===== config.mk =====
export PLATFORM = sky130hd
export DESIGN_NAME = commit_buffered
export DESIGN_NICKNAME = d
export VERILOG_FILES = /design/src/rtl/commit_pkg.sv /design/src/rtl/commit_entry_fifo.sv /design/src/rtl/commit_buffered.sv
export SDC_FILE = /design/constraint.sdc
export NUM_CORES = 1
export LEC_CHECK = 0
export BUFFER_PORTS_ARGS = -buffer_cell sky130_fd_sc_hd__buf_2
export CAP_MARGIN = 20
export CORE_ASPECT_RATIO = 1.5
export CORE_MARGIN = 4
export CORE_UTILIZATION = 45
export CTS_CLUSTER_DIAMETER = 30
export CTS_CLUSTER_SIZE = 16
export DETAILED_ROUTE_END_ITERATION = 7
export PLACE_DENSITY = 0.66
export SYNTH_ARGS = -nofsm -noshare
export SYNTH_HDL_FRONTEND = slang
export SYNTH_SLANG_ARGS = --single-unit

===== constraint.sdc =====
create_clock -name clk -period 24.5 [get_ports clk]
set_input_delay 7.35 -clock clk [delete_from_list [all_inputs] [get_ports clk]]
set_output_delay 7.35 -clock clk [all_outputs]
set_load 0.01 [all_outputs]

===== src/rtl/commit_pkg.sv =====
// Shared types for the buffered commit stage: head classification, CSR bus FSM
// states and the width-independent part of a queued entry.
package commit_pkg;

  localparam int unsigned EXC_ILLEGAL_INST = 2;

  typedef enum logic [2:0] {
    KindInterrupt,
    KindEmpty,
    KindException,
    KindMret,
    KindWaitFifo,
    KindCsr,
    KindCommit
  } commit_kind_e;

  typedef enum logic [1:0] {
    CsrIdle,
    CsrWrite,
    CsrBresp,
    CsrDone
  } csr_state_e;

  typedef struct packed {
    logic       jump_valid;
    logic       exc_valid;
    logic       mret;
    logic       st_valid;
    logic       csr_valid;
    logic [5:0] exc_num;
    logic [1:0] st_size;
    logic [11:0] csr_addr;
  } commit_entry_t;

endpackage


===== src/rtl/commit_entry_fifo.sv =====
// In-order circular queue of commit entries with extra-MSB pointers, flush clear
// and a per-slot valid mask so the owner can scan occupied entries.
module commit_entry_fifo #(
  parameter int unsigned Depth = 4,
  parameter type entry_t = logic
) (
  input  logic             clk,
  input  logic             reset,
  input  logic             flush_i,
  input  logic             push_i,
  input  entry_t           push_data_i,
  input  logic             pop_i,
  output logic             full_o,
  output logic             empty_o,
  output entry_t           head_o,
  output entry_t           entries_o [Depth],
  output logic [Depth-1:0] valid_o
);

  localparam int unsigned AW = $clog2(Depth);

  logic [AW:0]   wr_q, wr_d, rd_q, rd_d;
  logic [AW:0]   count;
  logic [AW-1:0] off;
  entry_t        mem_q [Depth];
  entry_t        mem_d [Depth];

  assign count   = wr_q - rd_q;
  assign full_o  = (wr_q[AW] != rd_q[AW]) && (wr_q[AW-1:0] == rd_q[AW-1:0]);
  assign empty_o = (wr_q == rd_q);
  assign head_o  = mem_q[rd_q[AW-1:0]];

  always_comb begin
    wr_d  = wr_q;
    rd_d  = rd_q;
    mem_d = mem_q;
    if (flush_i) begin
      // Flush wins over both ports: anything enqueued this cycle is dropped.
      wr_d = '0;
      rd_d = '0;
    end else begin
      if (push_i && !full_o) begin
        mem_d[wr_q[AW-1:0]] = push_data_i;
        wr_d = wr_q + 1'b1;
      end
      if (pop_i && !empty_o) begin
        rd_d = rd_q + 1'b1;
      end
    end
  end

  always_comb begin
    off = '0;
    for (int i = 0; i < Depth; i++) begin
      off          = AW'(i) - rd_q[AW-1:0];
      valid_o[i]   = ({1'b0, off} < count);
      entries_o[i] = mem_q[i];
    end
  end

  always_ff @(posedge clk) begin
    if (reset) begin
      wr_q <= '0;
      rd_q <= '0;
    end else begin
      wr_q <= wr_d;
      rd_q <= rd_d;
    end
  end

  always_ff @(posedge clk) begin
    mem_q <= mem_d;
  end

endmodule


===== src/rtl/commit_buffered.sv =====
// Buffered commit stage: queues executed instructions and retires the head as a
// writeback, store, CSR bus write, exception, mret or interrupt.
module commit_buffered
  import commit_pkg::*;
#(
  parameter int unsigned XLEN        = 32,
  parameter int unsigned DEPTH       = 4,
  parameter int unsigned CSR_TIMEOUT = 16,
  parameter int unsigned NUM_REGS    = 32
) (
  input  logic                        clk,
  input  logic                        reset,
  input  logic                        ex_valid,
  output logic                        ex_ready,
  input  logic [$clog2(NUM_REGS)-1:0] ex_rd,
  input  logic [XLEN-1:0]             ex_rd_val,
  input  logic [XLEN-1:0]             ex_pc,
  input  logic [XLEN-1:0]             ex_jump_pc,
  input  logic                        ex_jump_valid,
  input  logic [5:0]                  ex_exc_num,
  input  logic [XLEN-1:0]             ex_exc_val,
  input  logic                        ex_exc_valid,
  input  logic                        ex_mret,
  input  logic [XLEN-1:0]             ex_st_addr,
  input  logic [XLEN-1:0]             ex_st_val,
  input  logic [1:0]                  ex_st_size,
  input  logic                        ex_st_valid,
  input  logic [11:0]                 ex_csr_addr,
  input  logic [XLEN-1:0]             ex_csr_val,
  input  logic                        ex_csr_valid,
  input  logic                        irq_valid,
  input  logic [XLEN-2:0]             irq_num,
  input  logic                        dfifo_full,
  output logic [XLEN-1:0]             dfifo_addr,
  output logic [XLEN-1:0]             dfifo_val,
  output logic [1:0]                  dfifo_size,
  output logic                        dfifo_valid,
  output logic [$clog2(NUM_REGS)-1:0] rd_out,
  output logic [XLEN-1:0]             rd_val_out,
  output logic                        rd_valid_out,
  output logic [NUM_REGS-1:0]         pending_rd,
  output logic                        commit_valid,
  output logic                        flush,
  output logic [XLEN-1:0]             flush_pc,
  output logic [11:0]                 csr_waddr,
  output logic [XLEN-1:0]             csr_wdata,
  output logic                        csr_wvalid,
  input  logic                        csr_wready,
  input  logic [2:0]                  csr_bresp,
  input  logic                        csr_bvalid,
  output logic                        csr_bready,
  input  logic [XLEN-3:0]             mtvec_base,
  input  logic [XLEN-1:0]             mepc_in,
  output logic                        exc_valid,
  output logic [XLEN-1:0]             exc_mepc,
  output logic [XLEN-1:0]             exc_mcause,
  output logic [XLEN-1:0]             exc_mtval,
  output logic                        irq_taken
);

  localparam int unsigned RegW   = $clog2(NUM_REGS);
  localparam int unsigned TimerW = $clog2(CSR_TIMEOUT + 1);

  typedef struct packed {
    commit_entry_t   hdr;
    logic [RegW-1:0] rd;
    logic [XLEN-1:0] rd_val;
    logic [XLEN-1:0] pc;
    logic [XLEN-1:0] jump_pc;
    logic [XLEN-1:0] exc_val;
    logic [XLEN-1:0] st_addr;
    logic [XLEN-1:0] st_val;
    logic [XLEN-1:0] csr_val;
  } entry_t;

  entry_t             entry_in;
  entry_t             head;
  entry_t             q_entries [DEPTH];
  logic [DEPTH-1:0]   q_valid;
  logic               q_full, q_empty;
  logic               push, pop, do_commit;
  logic [XLEN-1:0]    mtvec;
  commit_kind_e       kind;

  csr_state_e         csr_q, csr_d;
  logic [TimerW-1:0]  timer_q, timer_d;
  logic               err_q, err_d;
  logic               irq_pend_q, irq_pend_d;
  logic [XLEN-1:0]    resume_pc_q, resume_pc_d;

  assign mtvec    = {mtvec_base, 2'b00};
  assign ex_ready = !q_full && !reset;
  assign push     = ex_valid && ex_ready;

  always_comb begin
    entry_in                = '0;
    entry_in.hdr.jump_valid = ex_jump_valid;
    entry_in.hdr.exc_valid  = ex_exc_valid;
    entry_in.hdr.mret       = ex_mret;
    entry_in.hdr.st_valid   = ex_st_valid;
    entry_in.hdr.csr_valid  = ex_csr_valid;
    entry_in.hdr.exc_num    = ex_exc_num;
    entry_in.hdr.st_size    = ex_st_size;
    entry_in.hdr.csr_addr   = ex_csr_addr;
    entry_in.rd             = ex_rd;
    entry_in.rd_val         = ex_rd_val;
    entry_in.pc             = ex_pc;
    entry_in.jump_pc        = ex_jump_pc;
    entry_in.exc_val        = ex_exc_val;
    entry_in.st_addr        = ex_st_addr;
    entry_in.st_val         = ex_st_val;
    entry_in.csr_val        = ex_csr_val;
  end

  commit_entry_fifo #(
    .Depth   (DEPTH),
    .entry_t (entry_t)
  ) u_fifo (
    .clk         (clk),
    .reset       (reset),
    .flush_i     (flush),
    .push_i      (push),
    .push_data_i (entry_in),
    .pop_i       (pop),
    .full_o      (q_full),
    .empty_o     (q_empty),
    .head_o      (head),
    .entries_o   (q_entries),
    .valid_o     (q_valid)
  );

  // Once a CSR transaction is under way a store-full stall must not reclassify the head.
  always_comb begin
    kind = KindCommit;
    if (reset) begin
      kind = KindEmpty;
    end else if (irq_pend_q) begin
      kind = KindInterrupt;
    end else if (q_empty) begin
      kind = KindEmpty;
    end else if (head.hdr.exc_valid) begin
      kind = KindException;
    end else if (head.hdr.mret) begin
      kind = KindMret;
    end else if (head.hdr.st_valid && dfifo_full && (csr_q == CsrIdle)) begin
      kind = KindWaitFifo;
    end else if (head.hdr.csr_valid) begin
      kind = KindCsr;
    end
  end

  always_comb begin
    pending_rd = '0;
    for (int i = 0; i < DEPTH; i++) begin
      if (q_valid[i]) pending_rd[q_entries[i].rd] = 1'b1;
    end
    pending_rd[0] = 1'b0;
    if (reset) pending_rd = '0;
  end

  always_comb begin
    csr_d        = csr_q;
    timer_d      = timer_q;
    err_d        = err_q;
    csr_wvalid   = 1'b0;
    csr_waddr    = '0;
    csr_wdata    = '0;
    csr_bready   = 1'b0;
    unique case (csr_q)
      CsrIdle: begin
        if (kind == KindCsr) begin
          csr_d   = CsrWrite;
          timer_d = '0;
          err_d   = 1'b0;
        end
      end
      CsrWrite: begin
        csr_wvalid = !reset;
        csr_waddr  = reset ? '0 : head.hdr.csr_addr;
        csr_wdata  = reset ? '0 : head.csr_val;
        if (timer_q == TimerW'(CSR_TIMEOUT)) begin
          csr_d = CsrDone;
          err_d = 1'b1;
        end else begin
          timer_d = timer_q + TimerW'(1);
          if (csr_wready) csr_d = CsrBresp;
        end
      end
      CsrBresp: begin
        csr_bready = !reset;
        if (csr_bvalid) begin
          csr_d = CsrDone;
          err_d = err_q | (csr_bresp != 3'd0);
        end else if (timer_q == TimerW'(CSR_TIMEOUT)) begin
          csr_d = CsrDone;
          err_d = 1'b1;
        end else begin
          timer_d = timer_q + TimerW'(1);
        end
      end
      CsrDone: begin
        csr_d   = CsrIdle;
        timer_d = '0;
      end
      default: csr_d = CsrIdle;
    endcase
  end

  always_comb begin
    pop          = 1'b0;
    do_commit    = 1'b0;
    commit_valid = 1'b0;
    flush        = 1'b0;
    flush_pc     = '0;
    rd_valid_out = 1'b0;
    rd_out       = '0;
    rd_val_out   = '0;
    dfifo_valid  = 1'b0;
    dfifo_addr   = '0;
    dfifo_val    = '0;
    dfifo_size   = '0;
    exc_valid    = 1'b0;
    exc_mepc     = '0;
    exc_mcause   = '0;
    exc_mtval    = '0;
    irq_taken    = 1'b0;
    irq_pend_d   = irq_pend_q;
    resume_pc_d  = resume_pc_q;

    unique case (kind)
      KindInterrupt: begin
        irq_taken  = 1'b1;
        exc_valid  = 1'b1;
        exc_mcause = {1'b1, irq_num};
        exc_mepc   = resume_pc_q;
        flush      = 1'b1;
        flush_pc   = mtvec;
        irq_pend_d = 1'b0;
      end
      KindException: begin
        exc_valid  = 1'b1;
        exc_mcause = {{(XLEN-6){1'b0}}, head.hdr.exc_num};
        exc_mtval  = head.exc_val;
        exc_mepc   = head.pc;
        flush      = 1'b1;
        flush_pc   = mtvec;
        pop        = 1'b1;
      end
      KindMret: begin
        flush    = 1'b1;
        flush_pc = mepc_in;
        pop      = 1'b1;
      end
      KindCsr: begin
        if (csr_q == CsrDone) begin
          if (err_q) begin
            exc_valid  = 1'b1;
            exc_mcause = XLEN'(EXC_ILLEGAL_INST);
            exc_mepc   = head.pc;
            flush      = 1'b1;
            flush_pc   = mtvec;
            pop        = 1'b1;
          end else begin
            do_commit = 1'b1;
          end
        end
      end
      KindCommit: do_commit = 1'b1;
      default: ;
    endcase

    if (do_commit) begin
      pop          = 1'b1;
      commit_valid = 1'b1;
      rd_valid_out = (head.rd != '0);
      rd_out       = rd_valid_out ? head.rd : '0;
      rd_val_out   = rd_valid_out ? head.rd_val : '0;
      dfifo_valid  = head.hdr.st_valid;
      dfifo_addr   = dfifo_valid ? head.st_addr : '0;
      dfifo_val    = dfifo_valid ? head.st_val : '0;
      dfifo_size   = dfifo_valid ? head.hdr.st_size : '0;
      flush        = head.hdr.jump_valid;
      flush_pc     = flush ? head.jump_pc : '0;
      resume_pc_d  = flush ? head.jump_pc : head.pc + XLEN'(4);
    end

    // The retiring instruction goes first; the interrupt is taken on the next cycle.
    if (irq_valid && (kind == KindEmpty || commit_valid)) irq_pend_d = 1'b1;
  end

  always_ff @(posedge clk) begin
    if (reset) begin
      csr_q       <= CsrIdle;
      timer_q     <= '0;
      err_q       <= 1'b0;
      irq_pend_q  <= 1'b0;
      resume_pc_q <= '0;
    end else begin
      csr_q       <= csr_d;
      timer_q     <= timer_d;
      err_q       <= err_d;
      irq_pend_q  <= irq_pend_d;
      resume_pc_q <= resume_pc_d;
    end
  end

endmodule


==> impl_summary.txt <==
----------------------------------------------------
[Outcome]
  Outcome ... completed

[Setup path]
  Worst Setup Start Kind ... input port
  CP Max Fanout ... 62
  R2R setup slack ... 17.91 ns
  Signal arrival time at the worst endpoint ... 11.98 ns
  Delay of the slowest cell on the worst path ... 0.86 ns
  Count of cells along the worst register-to-register path ... 9
  Cell family with the largest share of critical-path delay ... buffers and inverters
  Critical setup path kind ... input port to output pin
  Slowest-stage cell, CP ... sky130_fd_sc_hd__clkinv_2
  Crit path capture type ... output pin
  Cell mode on critical path ... sky130_fd_sc_hd__buf_4
  Cells traversed along the worst timing path ... buf_2 -> buf_4 -> clkinv_2 -> buf_4 -> o2111ai_4 -> buf_4 -> o41ai_4 -> buf_4 -> or2_1 -> a221o_1 -> buf_2
  Critical register-to-register path endpoint ... u_fifo.entries_o[213]
  RR Startpoint ... u_fifo.rd_q[0]
  Crit path buf inv count ... 7
  Worst endpoint required time ... 17.15 ns

[Clock network]
  Root buffer cell ... sky130_fd_sc_hd__clkbuf_16
  Clock buffer count from CTS ... 139
  Clock Sink Count ... 1,063
  Hold-fix buffers, CTS ... 0
  TritonCTS clock tree ... yes
  H-tree depth ... 4
  Setup bufs post-CTS ... 0
  Worst-path clk slew ... 0.05 ns
  Count of instances resized after the clock tree is built ... 0
  Number of buffers on the longest clock path ... 3
  Worst skew pair latency ... 0.74 ns

[STA]
  Slew @ Worst Pin ... 1.09 ns
  Post-route setup slack ... 5.17 ns
  Final period demand of the worst path ... 19.33 ns
  Slew headroom ... 27.0%
  TNS Setup ... 0 ns
  Max-slew violation total from the final report ... 0
  Achievable Freq ... 51.7 MHz
  Final setup skew ... 0.0297 ns
  Fraction of the cycle the final worst path needs ... 78.9%
  Final setup violating endpoints ... 0
  Unrepaired setup endpoints after global routing ... false
  Number of endpoints with negative hold slack in the final report ... 0

[Cells and area]
  Filler Cells Inserted ... 7,469
  Area of the multi-input gates ... 0.0111 sq mm
  Share of post-route cells with drive strength above 1 ... 39.1%
  # nets final ... 3,401
  Share of the core filled with cells ... 55.4%
  Area delta synth->final ... 22.5%
  Flip-flop and latch area ... 0.0315 sq mm
  Cell area after layout ... 0.0529 sq mm

[Place]
  Setup slack at placement ... 5.24 ns
  GP Congestion ... 0.937
  Total cell area at the placement stage ... 0.0478 sq mm
  HPWL after detailed placement ... 81,400 um
  Number of port buffers ... 671

[Yosys]
  Synthesized-area fraction occupied by and/or/nand/nor cells ... 6.53%
  Net count of the mapped netlist ... 2,702
  Top cell type's share of synthesized area ... 70.6%
  Share of the synthesized area in compound gates (AO/OA/AOI/OAI) ... 4.23%
  Leading register cell type out of synthesis ... sky130_fd_sc_hd__edfxtp_1
  Sequential cell area fraction in the yosys report ... 72.8%
  EDFF count, synth ... 1,016
  Combinational family with the most area after synthesis ... multiplexers
  Portion of netlist area occupied by mux cells ... 13.3%
  FF+latch count, synth ... 1,063
  Proportion of register bits with asynchronous set or reset after synthesis ... 0%
  Top cell type by total area after synthesis ... sky130_fd_sc_hd__edfxtp_1
  Post-synthesis share of cell area spent on xor and xnor gates ... 0.680%
  Adder-cell area share of the yosys netlist ... 0.654%
  Synth unique cells ... 68
  Most frequently used cell type in the post-synthesis netlist ... sky130_fd_sc_hd__edfxtp_1
  Total of warnings raised by yosys ... 0
  Dominant cells by area after synthesis ... sky130_fd_sc_hd__edfxtp_1, sky130_fd_sc_hd__mux4_2, sky130_fd_sc_hd__dfxtp_1
  Netlist Area Pre-Place ... 0.0432 sq mm
  Most instantiated cells after synthesis ... sky130_fd_sc_hd__edfxtp_1, sky130_fd_sc_hd__mux4_2, sky130_fd_sc_hd__nand2_1, sky130_fd_sc_hd__and3_1, sky130_fd_sc_hd__clkbuf_1
  Synthesized instance count ... 2,323
  Mean area per synthesized cell ... 18.6 sq um

[Global routing]
  Pin count of the biggest net entering global routing ... 163
  GRT Overall Usage ... 23.4%
  GRT Residual Overflow ... 0
  Global-route wire length before repair ... 175,000 um
  Number of antenna violations at the first check in global routing ... 71
  Via count of the first global-routing pass ... 26,500

[Power and ir drop]
  Total power divided by cell area ... 84.4 mW/mm^2
  Max IR drop VDD ... 73.0 uV
  Switching pwr ... 1.04 mW
  Seq pwr share ... 45.9%
  Clock share of power ... 46.5%
  Combinational cell fraction of total power ... 7.6%
  Leak Pwr ... 18.9 nW
  Net switching fraction of the power ... 23.2%
  Internal Power ... 3.43 mW

[Floorplan]
  Cell row count ... 139
  Std-Cell Core Area ... 0.0955 sq mm
  Number of primary I/O pins ... 673
  Vertical extent of the die ... 388 um
  Die area ... 0.101 sq mm
  Starting utilization of the core area ... 45.3%
  Horizontal die dimension ... 261 um

[Worst hold path]
  Kind of path behind the tightest hold check ... flip-flop to flip-flop
  Count of cells along the worst hold path ... 2
  Startpoint of the worst hold path ... resume_pc_q[5]
  Worst Hold Endpoint ... resume_pc_q[5]

[Detailed routing]
  Routed len/inst ... 27.1 um
  Routed Antenna Nets ... 0
  Total via count after detailed routing ... 25,200
  Number of vias per cell after detailed routing ... 5.66
  Drt first-iter violations ... 1,947
  Remaining DRCs ... 0
  Number of detailed-route iterations in the first pass ... 5
  Final routed wirelength across all metal layers ... 121,000 um

[Job]
  Count of max-cap constraint violations ... 0

----------------------------------------------------
-- layout make-up --
| type | count | area share (%) |
|---|---|---|
| repair buffers | 713 | 7.11 |
| well taps | 1269 | 3.00 |
| clock inverters | 108 | 2.48 |
| multi-input cells | 1084 | 20.9 |
| inverters | 21 | 0.154 |
| flip-flops and latches | 1063 | 59.4 |
| clock buffers | 148 | 6.71 |
| diodes | 46 | 0.217 |
-- worst max path at each step --
stage | startpoint | cells past startpoint | slack, ns | end
2_1_floorplan | reset | 8 | 4.48 | u_fifo.entries_o[0]
3_3_place_gp | reset | 11 | 5.40 | flush_pc[23]
3_5_place_dp | reset | 11 | 5.24 | flush_pc[23]
4_1_cts | reset | 11 | 5.25 | flush_pc[23]
5_1_grt | reset | 11 | 4.96 | flush_pc[23]
6_report | reset | 11 | 5.17 | flush_pc[23]
-- cells in the final DEF (no fill, tap or decap), types with 11 or more instances in the layout --
| master | n |
|---|---|
| sky130_fd_sc_hd__a211oi_1 | 13 |
| sky130_fd_sc_hd__a21oi_1 | 45 |
| sky130_fd_sc_hd__a222oi_1 | 14 |
| sky130_fd_sc_hd__a22o_1 | 34 |
| sky130_fd_sc_hd__a22oi_1 | 42 |
| sky130_fd_sc_hd__a31oi_1 | 15 |
| sky130_fd_sc_hd__and2_1 | 12 |
| sky130_fd_sc_hd__and3_1 | 142 |
| sky130_fd_sc_hd__buf_2 | 671 |
| sky130_fd_sc_hd__buf_4 | 36 |
| sky130_fd_sc_hd__bufinv_16 | 16 |
| sky130_fd_sc_hd__clkbuf_16 | 141 |
| sky130_fd_sc_hd__clkinv_1 | 13 |
| sky130_fd_sc_hd__clkinv_4 | 13 |
| sky130_fd_sc_hd__clkinvlp_4 | 15 |
| sky130_fd_sc_hd__dfxtp_1 | 45 |
| sky130_fd_sc_hd__diode_2 | 46 |
| sky130_fd_sc_hd__edfxtp_1 | 1016 |
| sky130_fd_sc_hd__ha_1 | 20 |
| sky130_fd_sc_hd__inv_1 | 19 |
| sky130_fd_sc_hd__inv_6 | 24 |
| sky130_fd_sc_hd__inv_8 | 11 |
| sky130_fd_sc_hd__mux4_2 | 253 |
| sky130_fd_sc_hd__nand2_1 | 147 |
| sky130_fd_sc_hd__nand3_1 | 22 |
| sky130_fd_sc_hd__nand4_1 | 11 |
| sky130_fd_sc_hd__nor2_1 | 41 |
| sky130_fd_sc_hd__nor2b_1 | 74 |
| sky130_fd_sc_hd__nor3_1 | 20 |
| sky130_fd_sc_hd__nor3b_1 | 17 |
| sky130_fd_sc_hd__o21ai_0 | 21 |
| sky130_fd_sc_hd__xnor2_1 | 17 |
| sky130_fd_sc_hd__xor2_1 | 14 |
-- worst register-to-register path, cell delays in order (launching register included) --
cell and delay [ns]:
sky130_fd_sc_hd__dfxtp_4 0.68, sky130_fd_sc_hd__buf_4 0.78, sky130_fd_sc_hd__mux4_2 1.12, sky130_fd_sc_hd__a21bo_2 0.40, sky130_fd_sc_hd__a2111o_1 0.40, sky130_fd_sc_hd__a211oi_4 0.15, sky130_fd_sc_hd__or2_2 0.37, sky130_fd_sc_hd__nor2_4 0.68
sky130_fd_sc_hd__buf_4 0.61, sky130_fd_sc_hd__buf_4 0.93
-- routing by layer --
metal,routed length [um],vias to the layer above,global-route usage [%]
li1,-,11000,-
met1,43300,12800,27.6
met2,61000,1060,38.6
met3,10300,295,7.57
met4,5700,40,12.0
met5,278,-,0
-- cell families (layout without fill, tap and decap cells) --
kind of cell | Yosys count | after routing
flops | 1063 | 1063
buf+inv | 176 | 990
mux | 259 | 259
other cells | 1 | 47
fa+ha+maj | 22 | 22
simple gates | 524 | 524
compound gates | 246 | 246
xor+xnor | 32 | 32
-- power groups by stage --
stage                     sequential, mW  clock [mW]  combinational (mW)
after floorplan                     2.09           0               0.192
after global placement              2.09           0               0.326
after detailed placement            2.09           0               0.334
after CTS                           2.05        2.12               0.335
after global routing                2.05        2.21               0.365
final                               2.05        2.08               0.339
-- per-stage QoR --
| stage | std cells | power, mW | hold slack [ns] |
|---|---|---|---|
| 2_1_floorplan | 2323 | 2.29 | 0.432 |
| 3_3_place_gp | 4145 | 2.41 | 0.442 |
| 3_5_place_dp | 4145 | 2.43 | 0.456 |
| 4_1_cts | 4401 | 4.51 | 0.464 |
| 5_1_grt | 4432 | 4.63 | 0.485 |
| 6_report | 4452 | 4.47 | 0.463 |
-- state kept, by name, summed over array words and instances (netlist names) --
signal / cells
timer_q: 5
u_fifo.rd_q: 3
csr_q: 2
err_q: 1
u_fifo.entries_o: 1016
resume_pc_q: 32
irq_pend_q: 1
u_fifo.wr_q: 3
(Power assumes the default switching activity.)
